<file path="src/rtl/fetch_controller.sv">
// Instruction-fetch sequencer: PC, 16-line direct-mapped one-word I-cache,
// miss handling via word reads, and one push per cycle into the instruction queue.
//
// state    | meaning
// FETCH    | look up pc; push on hit, issue read on miss, redirect on roll_back
// WAIT_MEM | read outstanding at mem_addr; fill the line when mem_done arrives
module fetch_controller #(
    parameter int          ICACHE_LINES = 16,
    parameter logic [31:0] RESET_PC     = 32'h0
) (
    input  logic        clk_in,
    input  logic        rst_in,
    input  logic        rdy_in,
    input  logic        roll_back,
    input  logic [31:0] roll_back_pc,
    input  logic        isq_almost_full,
    output logic        instruction_ready,
    output logic [31:0] instruction_out,
    output logic [31:0] pc_out,
    output logic        mem_req,
    output logic [31:0] mem_addr,
    input  logic        mem_done,
    input  logic [31:0] mem_data
);
    localparam int IDX_W = $clog2(ICACHE_LINES);
    localparam int TAG_W = 32 - 2 - IDX_W;

    typedef enum logic {FETCH, WAIT_MEM} state_t;

    state_t state, state_next;

    logic [31:0] pc, pc_next;
    logic        ready_next;
    logic [31:0] instr_next, pc_out_next;
    logic        req_next;
    logic [31:0] addr_next;

    logic [ICACHE_LINES-1:0] valid;
    logic [31:0]             line_data [ICACHE_LINES];
    logic [TAG_W-1:0]        line_tag  [ICACHE_LINES];

    logic [IDX_W-1:0] idx, fill_idx;
    logic             hit, fill;

    assign idx      = pc[IDX_W+1:2];
    assign fill_idx = mem_addr[IDX_W+1:2];
    assign hit      = valid[idx] && (line_tag[idx] == pc[31:IDX_W+2]);
    assign fill     = rdy_in && (state == WAIT_MEM) && mem_done;

    always_ff @(posedge clk_in or posedge rst_in) begin
        if (rst_in) state <= FETCH;
        else        state <= state_next;
    end

    always_comb begin
        state_next = state;
        if (rdy_in) begin
            case (state)
                FETCH:    if (!roll_back && !hit) state_next = WAIT_MEM;
                WAIT_MEM: if (mem_done) state_next = FETCH;
                default:  state_next = FETCH;
            endcase
        end
    end

    always_comb begin
        pc_next     = pc;
        ready_next  = instruction_ready;
        instr_next  = instruction_out;
        pc_out_next = pc_out;
        req_next    = mem_req;
        addr_next   = mem_addr;
        if (rdy_in) begin
            case (state)
                FETCH: begin
                    ready_next = 1'b0;
                    if (roll_back) begin
                        pc_next = roll_back_pc;
                    end else if (hit) begin
                        if (!isq_almost_full) begin
                            ready_next  = 1'b1;
                            instr_next  = line_data[idx];
                            pc_out_next = pc;
                            pc_next     = pc + 32'd4;
                        end
                    end else begin
                        req_next  = 1'b1;
                        addr_next = {pc[31:2], 2'b00};
                    end
                end
                WAIT_MEM: begin
                    ready_next = 1'b0;
                    // the outstanding read is never aborted; only the pc moves
                    if (roll_back) pc_next = roll_back_pc;
                    if (mem_done)  req_next = 1'b0;
                end
                default: ready_next = 1'b0;
            endcase
        end
    end

    always_ff @(posedge clk_in or posedge rst_in) begin
        if (rst_in) begin
            pc                <= RESET_PC;
            instruction_ready <= 1'b0;
            instruction_out   <= 32'h0;
            pc_out            <= 32'h0;
            mem_req           <= 1'b0;
            mem_addr          <= 32'h0;
        end else begin
            pc                <= pc_next;
            instruction_ready <= ready_next;
            instruction_out   <= instr_next;
            pc_out            <= pc_out_next;
            mem_req           <= req_next;
            mem_addr          <= addr_next;
        end
    end

    always_ff @(posedge clk_in or posedge rst_in) begin
        if (rst_in)    valid           <= '0;
        else if (fill) valid[fill_idx] <= 1'b1;
    end

    always_ff @(posedge clk_in) begin
        if (fill) begin
            line_data[fill_idx] <= mem_data;
            line_tag[fill_idx]  <= mem_addr[31:IDX_W+2];
        end
    end
endmodule

</file>
<file path="config.mk">
export PLATFORM = sky130hd
export DESIGN_NAME = fetch_controller
export DESIGN_NICKNAME = d
export VERILOG_FILES = /design/src/rtl/fetch_controller.sv
export SDC_FILE = /design/constraint.sdc
export NUM_CORES = 1
export LEC_CHECK = 0
export ABC_CLOCK_PERIOD_IN_PS = 16500
export CORE_MARGIN = 5
export CORE_UTILIZATION = 30
export CTS_BUF_LIST = sky130_fd_sc_hd__clkbuf_16
export CTS_CLUSTER_SIZE = 20
export DETAILED_ROUTE_END_ITERATION = 16
export PLACE_DENSITY_LB_ADDON = 0.15
export SKIP_LAST_GASP = 1
export SLEW_MARGIN = 20
export SYNTH_ARGS = -nofsm -noshare
export SYNTH_HDL_FRONTEND = slang
export SYNTH_SLANG_ARGS = --single-unit
</file>
<file path="constraint.sdc">
create_clock -name clk_in -period 16.5 [get_ports clk_in]
set_clock_uncertainty 0.1 [all_clocks]
set_input_delay 1.65 -clock clk_in [delete_from_list [all_inputs] [get_ports clk_in]]
set_output_delay 1.65 -clock clk_in [all_outputs]
set_load 0.05 [all_outputs]
</file>
==> results of run 1 <==
cells in the final DEF, fill, tap and decap left out, types with 44 or more instances in the layout:
cell,instances
edfxtp_1,928
nand2_1,72
mux2_2,94
mux4_2,233
buf_4,63
mux2i_1,105
inv_1,44
dfrtp_1,141
clkdlybuf4s50_1,165
o21ai_0,44
clkbuf_16,116
layout make-up:
cell class / count / area [um2]
Fill cell: 13200 / 90900
Sequential cell: 1073 / 31500
Multi-Input combinational cell: 897 / 10300
Clock buffer: 116 / 2900
Tap cell: 1890 / 2360
Timing Repair Buffer: 232 / 2220
Clock inverter: 102 / 691
Inverter: 24 / 100
Antenna cell: 5 / 12.5
per-stage QoR:
step,total power [mW],instance area (um2)
floorplan,4.06,42500
global placement,4.54,46500
detailed placement,4.56,46500
CTS,7.02,50100
global route,7.21,50100
finish,6.92,50100
path summary, 6_finish.rpt:
kind / slack (ns) / depth (start not counted) / endpoint / from
min in group asynchronous: 1.23 / 2 / instruction_out[16] / rst_in
hold reg to reg: 0.36 / 1 / valid[11] / valid[11]
hold / removal: 0.36 / 1 / valid[11] / valid[11]
max in group asynchronous: 13.44 / 4 / pc[4] / rst_in
setup reg to reg: 10.53 / 12 / instruction_out[19] / pc[3]
setup / recovery: 10.53 / 12 / instruction_out[19] / pc[3]
routing by layer:
metal  up-vias  part of all wire (%)  routed length, um  global-route usage, %
met5         -                 0.048                 62                      0
met4        10                   2.4               3120                   4.25
met3       187                   8.1              10400                   5.25
met2       790                    47              60000                   27.1
met1     11900                    43              54700                   23.2
li1       9206                     -                  -                      -
sequential cells by signal, summed over array words and instances, names as in the netlist:
register,count
line_tag,416
valid,16
line_data,512
mem_addr,30
instruction_ready,1
pc_out,32
state,1
pc,32
instruction_out,32
mem_req,1
critical path: stages (launching register included):
cell       delay (ns)
dfrtp_4          0.89
buf_12           0.61
mux4_2           0.37
o32ai_1          0.11
a2111oi_0        0.58
a21oi_1          0.08
nor3_1           0.60
and3_1           0.29
nand4_1          0.20
nor3_2           0.22
buf_4            0.36
buf_4            0.61
mux2_2           0.41
where the power goes:
part | leakage [nW] | switching, mW | internal, mW
combinational | 4.68 | 0.663 | 0.472
clock | 1.85 | 1.07 | 1.37
sequential | 10.2 | 0.195 | 3.15
cells by family after synthesis:
family / after synthesis
adder cells (fa/ha/maj): 1
XOR/XNOR: 14
other: 1
multiplexers: 432
AO/OA/AOI/OAI: 192
AND/OR/NAND/NOR: 256
buffers and inverters: 155
flip-flops: 1073
==> flow_metrics.py, run 1 <==
metrics = {
    "detailed_routing": {
        "via_count": 22100,
        "drt_iter0_drc": 2085,
        "routed_wl_um": 128000,
        "vias_per_cell": 5.09,
        "drt.antenna.violating_nets": 0,
        "post_drt_wl_per_cell_um": 29.5,
        "drc": 0,
        "dr.pass1.iters": 8,
    },
    "logic_synthesis": {
        "synth-simple-area-share_pct": 3.06,
        "synth-seq-cells": 1073,
        "synthAdderAreaFrac_pct": 0.0295,
        "synthMuxAreaShare_pct": 17.3,
        "netlist_top_cells_count": "edfxtp_1 (928), mux4_2 (233), dfrtp_1 (145)",
        "synth_compound_area_share_pct": 3.34,
        "synth_area_leader_cell": "edfxtp_1",
        "syn_inst": 2124,
        "synth_flop_cell": "edfxtp_1",
        "yosys-top-cells-area": "edfxtp_1 (66%), mux4_2 (12%), dfrtp_1 (8.5%)",
        "synth-edff-count": 928,
        "syn-cell-area_um2": 42500,
        "synth_top_family_by_area": "multiplexers",
        "synth_top_area_share_pct": 65.6,
        "synth_area_per_cell_um2": 20.0,
        "ys_warn_count": 0,
        "synth.distinct_cells": 69,
        "seq_area_frac_synth_pct": 74.2,
        "yosysMostFrequentCell": "edfxtp_1",
        "synthArstFlopShare_pct": 13.5,
        "synthXorXnorAreaFrac_pct": 0.289,
    },
    "floorplan": {
        "die_x_um": 386,
        "rows": 138,
        "io_pins": 168,
        "initial_core_util_pct": 30.1,
        "die_h_um": 386,
        "core_area_um2": 141000,
        "die_area_um2": 149000,
    },
    "placed_design": {
        "portBuffers": 165,
        "hpwl_um": 73200,
        "place_congestion": 0.824,
        "place_ws_ns": 10.52,
        "place_inst": 4115,
    },
    "sta": {
        "fmax_mhz": 168,
        "fin_crit_ns": 5.97,
        "tns_ns": 0,
        "finalSetupViolCount": 0,
        "grt_setup_unrepaired": "no",
        "setup_ws_ns": 10.53,
        "drv_slew": 0,
        "holdWs_ns": 0.364,
        "maxSlewHeadroom_pct": 25.3,
        "finalCritPeriodShare_pct": 36.2,
        "hold_viol": 0,
        "tightest_slew_ns": 1.12,
    },
    "cells_and_area": {
        "final_util_pct": 35.5,
        "drive_above_1_share_pct": 24.6,
        "nNetsFinal": 2413,
        "area_growth_pct": 18.1,
        "stdcell_count": 4339,
    },
    "cts": {
        "insertion_delay_ns": 0.72,
        "root_buffer": "clkbuf_16",
        "cts_tree": "done",
        "cts_resized": 0,
        "htree_levels": 3,
        "clock-sinks": 1073,
        "cts.reportedPaths.clkPinSlew_ns": 0.06,
        "post_cts.repair.setup_buffers": 0,
        "cts_buffers": 114,
        "hold_buffers": 0,
        "clock_path_buffers": 3,
    },
    "grt": {
        "antenna_found_initial": 15,
        "grt_max_degree": 126,
        "grt.total_usage_pct": 17.1,
        "grt_pass1_vias": 23100,
        "grt_remaining_overflow": 0,
        "grt_pass1_wl_um": 180000,
    },
    "critical_path": {
        "worst-setup-path-type": "flop to flop",
        "cp.required_ns": 17.01,
        "critPathArrivalTime_ns": 6.47,
        "cp_max_fo": 125,
        "worstSetupEndpointType": "flop",
        "start_kind": "flop",
    },
    "job": {
        "drv_cap": 0,
    },
    "power": {
        "ir_worst_vdd_uv": 89.5,
        "power_density_nw_per_um2": 138,
        "p_leak_nw": 16.8,
    },
    "status": {
        "status": "finished, final reports clean",
    },
    "min_path": {
        "hold_path_class": "flop to flop",
    },
}
No activity file was read; power rests on OpenSTA's default activity.
==> run 2: changes to the inputs <==
Settings changed: ABC_CLOCK_PERIOD_IN_PS 16500 to 5800.
Clock period 16.5 ns to 5.8 ns, I/O delays scaled along.
==> run 2 against run 1 <==
Critical path depth is 1 lower. Flip-flop and latch count is the same. Clock power rose to 3.0 times the previous value. Via count fell by 0.11%. Total power grew to 2.9 times the previous value. Register-to-register slack worse by 9.8 ns. Cell area rose by 0.77%. Hold slack worse by 0.22 ns. Core utilization increased by 0.27 points. Sequential power rose to 2.8 times the previous value. Critical endpoint is now pc[24].
==> flow_metrics.py, run 2 (synthesized netlist as in run 1, its figures left out) <==
metrics = {
    "critical_path": {
        "critPathArrivalTime_ns": 5.52,
        "cp_max_fo": 41,
        "r2r_cells": 11,
        "crit_start": "pc[3]",
        "cp_common_cell": "buf_4",
        "r2r_end": "pc[24]",
        "cp.required_ns": 6.22,
        "worstSetupEndpointType": "flop",
        "r2r-start": "pc[3]",
        "crit_chain": "buf_4 > mux4_2 > o2bb2ai_1 > o22ai_1 > o211ai_1 > o41a_1 > or4_4 > nor4b_4 > buf_4 > or2_2 > a22oi_1",
        "crit_path_max_incr_delay_ns": 1.00,
        "worst-setup-path-type": "flop to flop",
        "start_kind": "flop",
        "regToRegSetupSlack_ns": 0.69,
        "cpMaxStageDelayCell": "dfrtp_4",
    },
    "sta": {
        "fmax_mhz": 196,
        "hold_viol": 0,
        "tightest_slew_ns": 1.11,
        "fin_crit_ns": 5.11,
        "holdWs_ns": 0.141,
        "finalSetupViolCount": 0,
        "drv_slew": 0,
        "grt_setup_unrepaired": "no",
        "tns_ns": 0,
        "maxSlewHeadroom_pct": 26.0,
        "finalCritPeriodShare_pct": 88.0,
    },
    "floorplan": {
        "initial_core_util_pct": 30.1,
        "die_h_um": 386,
        "core_area_um2": 141000,
        "io_pins": 168,
        "die_area_um2": 149000,
        "die_x_um": 386,
        "rows": 138,
    },
    "grt": {
        "grt.total_usage_pct": 16.8,
        "grt_remaining_overflow": 0,
        "grt_pass1_vias": 23200,
        "grt_max_degree": 106,
        "antenna_found_initial": 16,
        "grt_pass1_wl_um": 178000,
    },
    "placed_design": {
        "place_congestion": 0.823,
        "hpwl_um": 73100,
        "portBuffers": 165,
        "place_inst": 4120,
    },
    "detailed_routing": {
        "post_drt_wl_per_cell_um": 28.9,
        "dr.pass1.iters": 5,
        "routed_wl_um": 126000,
        "drc": 0,
        "vias_per_cell": 5.07,
        "drt.antenna.violating_nets": 0,
        "via_count": 22100,
        "drt_iter0_drc": 1727,
    },
    "power": {
        "power_mw": 20.0,
        "ir_worst_vdd_uv": 228,
        "p_leak_nw": 17.0,
        "power_density_nw_per_um2": 396,
    },
    "min_path": {
        "hold_path_class": "input port to async pin",
    },
    "cells_and_area": {
        "reg_top3": "line_data x512, line_tag x416",
        "regArea_um2": 31500,
        "largest_register_ffs": 512,
        "drive_above_1_share_pct": 24.9,
        "final_common_cell": "edfxtp_1",
        "nNetsFinal": 2420,
        "stdcell_count": 4349,
        "final_util_pct": 35.8,
        "area_growth_pct": 19.0,
        "mostFrequentLayoutCells": "edfxtp_1 (928), mux4_2 (233), clkdlybuf4s50_1 (165), dfrtp_1 (141), clkbuf_16 (122)",
        "largest_register": "line_data",
        "multi_input_area_um2": 10300,
        "fillers": 13100,
    },
    "cts": {
        "cts_tree": "done",
        "clock_path_buffers": 3,
        "root_buffer": "clkbuf_16",
        "hold_buffers": 0,
        "post_cts.repair.setup_buffers": 0,
        "htree_levels": 3,
        "cts_buffers": 116,
        "cts.reportedPaths.clkPinSlew_ns": 0.06,
        "cts_resized": 0,
        "clock-sinks": 1073,
        "insertion_delay_ns": 0.73,
    },
    "job": {
        "drv_cap": 0,
    },
    "status": {
        "status": "finished, final reports clean",
    },
}
run 2: cell types whose count changed in the layout (fill, tap and decap cells not counted), sizes merged:
cell	delta
clkbuf	+6
clkinv	-8
buf	+5
diode	+2
bufinv	+4
inv	+6
clkinvlp	-5
run 2: where the power goes:
part | internal (mW) | switching, mW
combinational | 1.36 | 1.85
sequential | 8.95 | 0.548
clock | 4.23 | 3.06
run 2: per-layer routing:
layer | up-vias | track usage [%] | wire length, um
met5 | - | 0 | 75
met4 | 12 | 3.43 | 2470
met3 | 160 | 3.93 | 7550
met2 | 623 | 27.7 | 60800
met1 | 12100 | 22.9 | 54800
li1 | 9216 | - | -
run 2: cell type report:
class | instances | share of cell area, %
antenna | 7 | 0.0347
tap | 1890 | 4.68
multi-input combinational | 897 | 20.5
sequential | 1073 | 62.4
inverter | 24 | 0.198
clock inverter | 99 | 1.46
clock buffer | 122 | 6.04
timing repair buffer | 237 | 4.74
run 2: worst max-delay path by stage:
stage | to | cells after the start
global placement | instruction_out[19] | 10
global route | pc[24] | 11
finish | pc[24] | 11
CTS | pc[24] | 10
floorplan | valid[3] | 4
detailed placement | pc_out[1] | 10
run 2: through the flow:
| step | cell area (um2) | setup slack (ns) |
|---|---|---|
| floorplan | 42500 | 0.182 |
| global placement | 46700 | 0.749 |
| detailed placement | 46700 | 0.700 |
| CTS | 50500 | 0.661 |
| global route | 50500 | 0.485 |
| finish | 50500 | 0.693 |
run 2: critical path: cells and delay by family, from the launching register on:
family                 cells  cell delay [ns]
DFF                        1             1.00
AOI/OAI and AO/OA          5             1.20
muxes                      1             0.36
buffers and inverters      2             0.76
and+or+nand+nor            3             1.46
==> run 3: changes to the inputs <==
Settings changed: RECOVER_POWER from default to 25, TNS_END_PERCENT from default to 20.
==> run 3 against run 2 <==
The flow now finishes with violations (capacitance limit, slew limit). Hold slack gained 0.17 ns. Die area is the same. Setup slack lost 0.0079 ns. Combinational power is essentially flat. Core utilization is essentially flat. First-iteration DRC count grew 2.7%. Flip-flop and latch count is the same. Clock power is essentially flat. Cell area is essentially flat. Final cell count is essentially flat. Critical endpoint unchanged. Largest cell class unchanged.
==> flow_metrics.py, run 3 (synthesized netlist as in run 1, its figures left out) <==
metrics = {
    "cts": {
        "clock-sinks": 1073,
        "htree_levels": 3,
        "root_buffer": "clkbuf_16",
        "cts_resized": 0,
        "cts_tree": "done",
        "cts.reportedPaths.clkPinSlew_ns": 0.06,
        "cts_buffers": 116,
        "hold_buffers": 0,
        "clock_path_buffers": 3,
        "insertion_delay_ns": 0.73,
        "post_cts.repair.setup_buffers": 0,
    },
    "floorplan": {
        "core_area_um2": 141000,
        "initial_core_util_pct": 30.1,
        "io_pins": 168,
        "die_area_um2": 149000,
        "rows": 138,
        "die_x_um": 386,
        "die_h_um": 386,
    },
    "critical_path": {
        "r2r-start": "pc[4]",
        "cpMaxStageDelayCell": "dfrtp_4",
        "worstSetupEndpointType": "flop",
        "cp_common_cell": "buf_4",
        "crit_chain": "buf_4 > mux2_2 > o2bb2ai_1 > nor3_1 > a2111oi_0 > a41o_1 > nor4b_4 > buf_4 > or2_2 > a22oi_1",
        "critPathArrivalTime_ns": 5.53,
        "r2r_cells": 10,
        "worst-setup-path-type": "flop to flop",
        "r2r_end": "pc[24]",
        "cp_top_family": "compound AO/OA/AOI/OAI gates",
        "crit_path_max_incr_delay_ns": 0.85,
        "crit_buf_inv": 2,
        "cp.required_ns": 6.21,
        "regToRegSetupSlack_ns": 0.69,
        "cp_max_fo": 41,
        "start_kind": "flop",
    },
    "grt": {
        "grt_remaining_overflow": 0,
        "grt_max_degree": 106,
        "antenna_found_initial": 21,
        "grt_pass1_vias": 23200,
        "grt_pass1_wl_um": 178000,
        "grt.total_usage_pct": 16.8,
    },
    "cells_and_area": {
        "post-route-cell-area_um2": 50500,
        "drive_above_1_share_pct": 24.8,
        "area_growth_pct": 19.0,
        "final_util_pct": 35.8,
        "largest_register": "line_data",
        "fillers": 13100,
        "reg_top3": "line_data x512, line_tag x416",
        "nNetsFinal": 2420,
        "mostFrequentLayoutCells": "edfxtp_1 (928), mux4_2 (233), dfrtp_1 (141), clkdlybuf4s50_1 (134), clkbuf_16 (122)",
        "final_common_cell": "edfxtp_1",
        "largest_register_ffs": 512,
    },
    "detailed_routing": {
        "dr.pass1.iters": 7,
        "drt.antenna.violating_nets": 0,
        "drt_iter0_drc": 1774,
        "vias_per_cell": 5.06,
        "routed_wl_um": 125000,
        "via_count": 22000,
        "post_drt_wl_per_cell_um": 28.8,
        "drc": 0,
    },
    "job": {
        "drv_cap": 1,
    },
    "sta": {
        "tightest_slew_ns": 2.30,
        "hold_viol": 0,
        "fin_crit_ns": 5.11,
        "holdWs_ns": 0.307,
        "maxSlewHeadroom_pct": -54.4,
        "fmax_mhz": 196,
        "grt_setup_unrepaired": "no",
        "finalCritPeriodShare_pct": 88.2,
        "tns_ns": 0,
        "drv_slew": 34,
        "finalSetupViolCount": 0,
    },
    "placed_design": {
        "place_congestion": 0.823,
        "placed_area_um2": 46700,
        "portBuffers": 165,
        "hpwl_um": 73100,
    },
    "min_path": {
        "hp-start": "roll_back_pc[0]",
        "hold_path_class": "input port to flop",
        "min_path_cells": 3,
        "holdPathEnd": "pc[0]",
    },
    "power": {
        "p_leak_nw": 17.0,
        "ir_worst_vdd_uv": 227,
        "power_density_nw_per_um2": 395,
        "power_mw": 20.0,
    },
    "status": {
        "violations": "capacitance limit, slew limit",
        "status": "complete, but fails checks",
    },
}
-- run 3: stage by stage --
stage | std cells | worst slack [ns]
2_1_floorplan | 2125 | 0.182
5_1_grt | 4342 | 0.485
4_1_cts | 4341 | 0.661
6_report | 4351 | 0.685
3_3_place_gp | 4120 | 0.749
3_5_place_dp | 4120 | 0.700
-- run 3: final cells by class --
cell class	instances	area, um2	area share (%)
well taps	1890	2360	4.68
clock inverters	99	739	1.46
flip-flops and latches	1073	31500	62.4
clock buffers	122	3050	6.04
inverters	24	93.8	0.186
multi-input cells	897	10300	20.5
diodes	9	22.5	0.0446
repair buffers	237	2380	4.72
-- run 3: how the worst max path moves through the flow --
stage	start	end	slack, ns	depth (start not counted)
5_1_grt	pc[3]	pc[24]	0.48	11
4_1_cts	pc[4]	pc[24]	0.66	10
3_5_place_dp	pc[4]	pc_out[1]	0.70	10
3_3_place_gp	pc[4]	instruction_out[19]	0.75	10
6_report	pc[4]	pc[24]	0.69	10
2_1_floorplan	mem_done	valid[3]	0.18	4
-- run 3: report_power, final --
group | leakage, nW | internal, mW | total, mW | switching [mW]
Sequential | 10.2 | 8.95 | 9.50 | 0.547
Clock | 1.99 | 4.23 | 7.28 | 3.06
Combinational | 4.73 | 1.35 | 3.20 | 1.85
Total | 17.0 | 14.5 | 20.0 | 5.45
-- run 3: routing by layer --
metal	part of all wire, %	vias up	global-route usage (%)
met5	0.066	-	0
met4	2.0	14	3.43
met3	6.7	173	3.93
met2	48	689	27.7
met1	43	11900	22.9
li1	-	9215	-
-- run 3: worst min-delay path, cell delays in order --
cell             delay, ns
clkdlybuf4s50_1       0.40
nand2_1               0.06
nand2_1               0.04
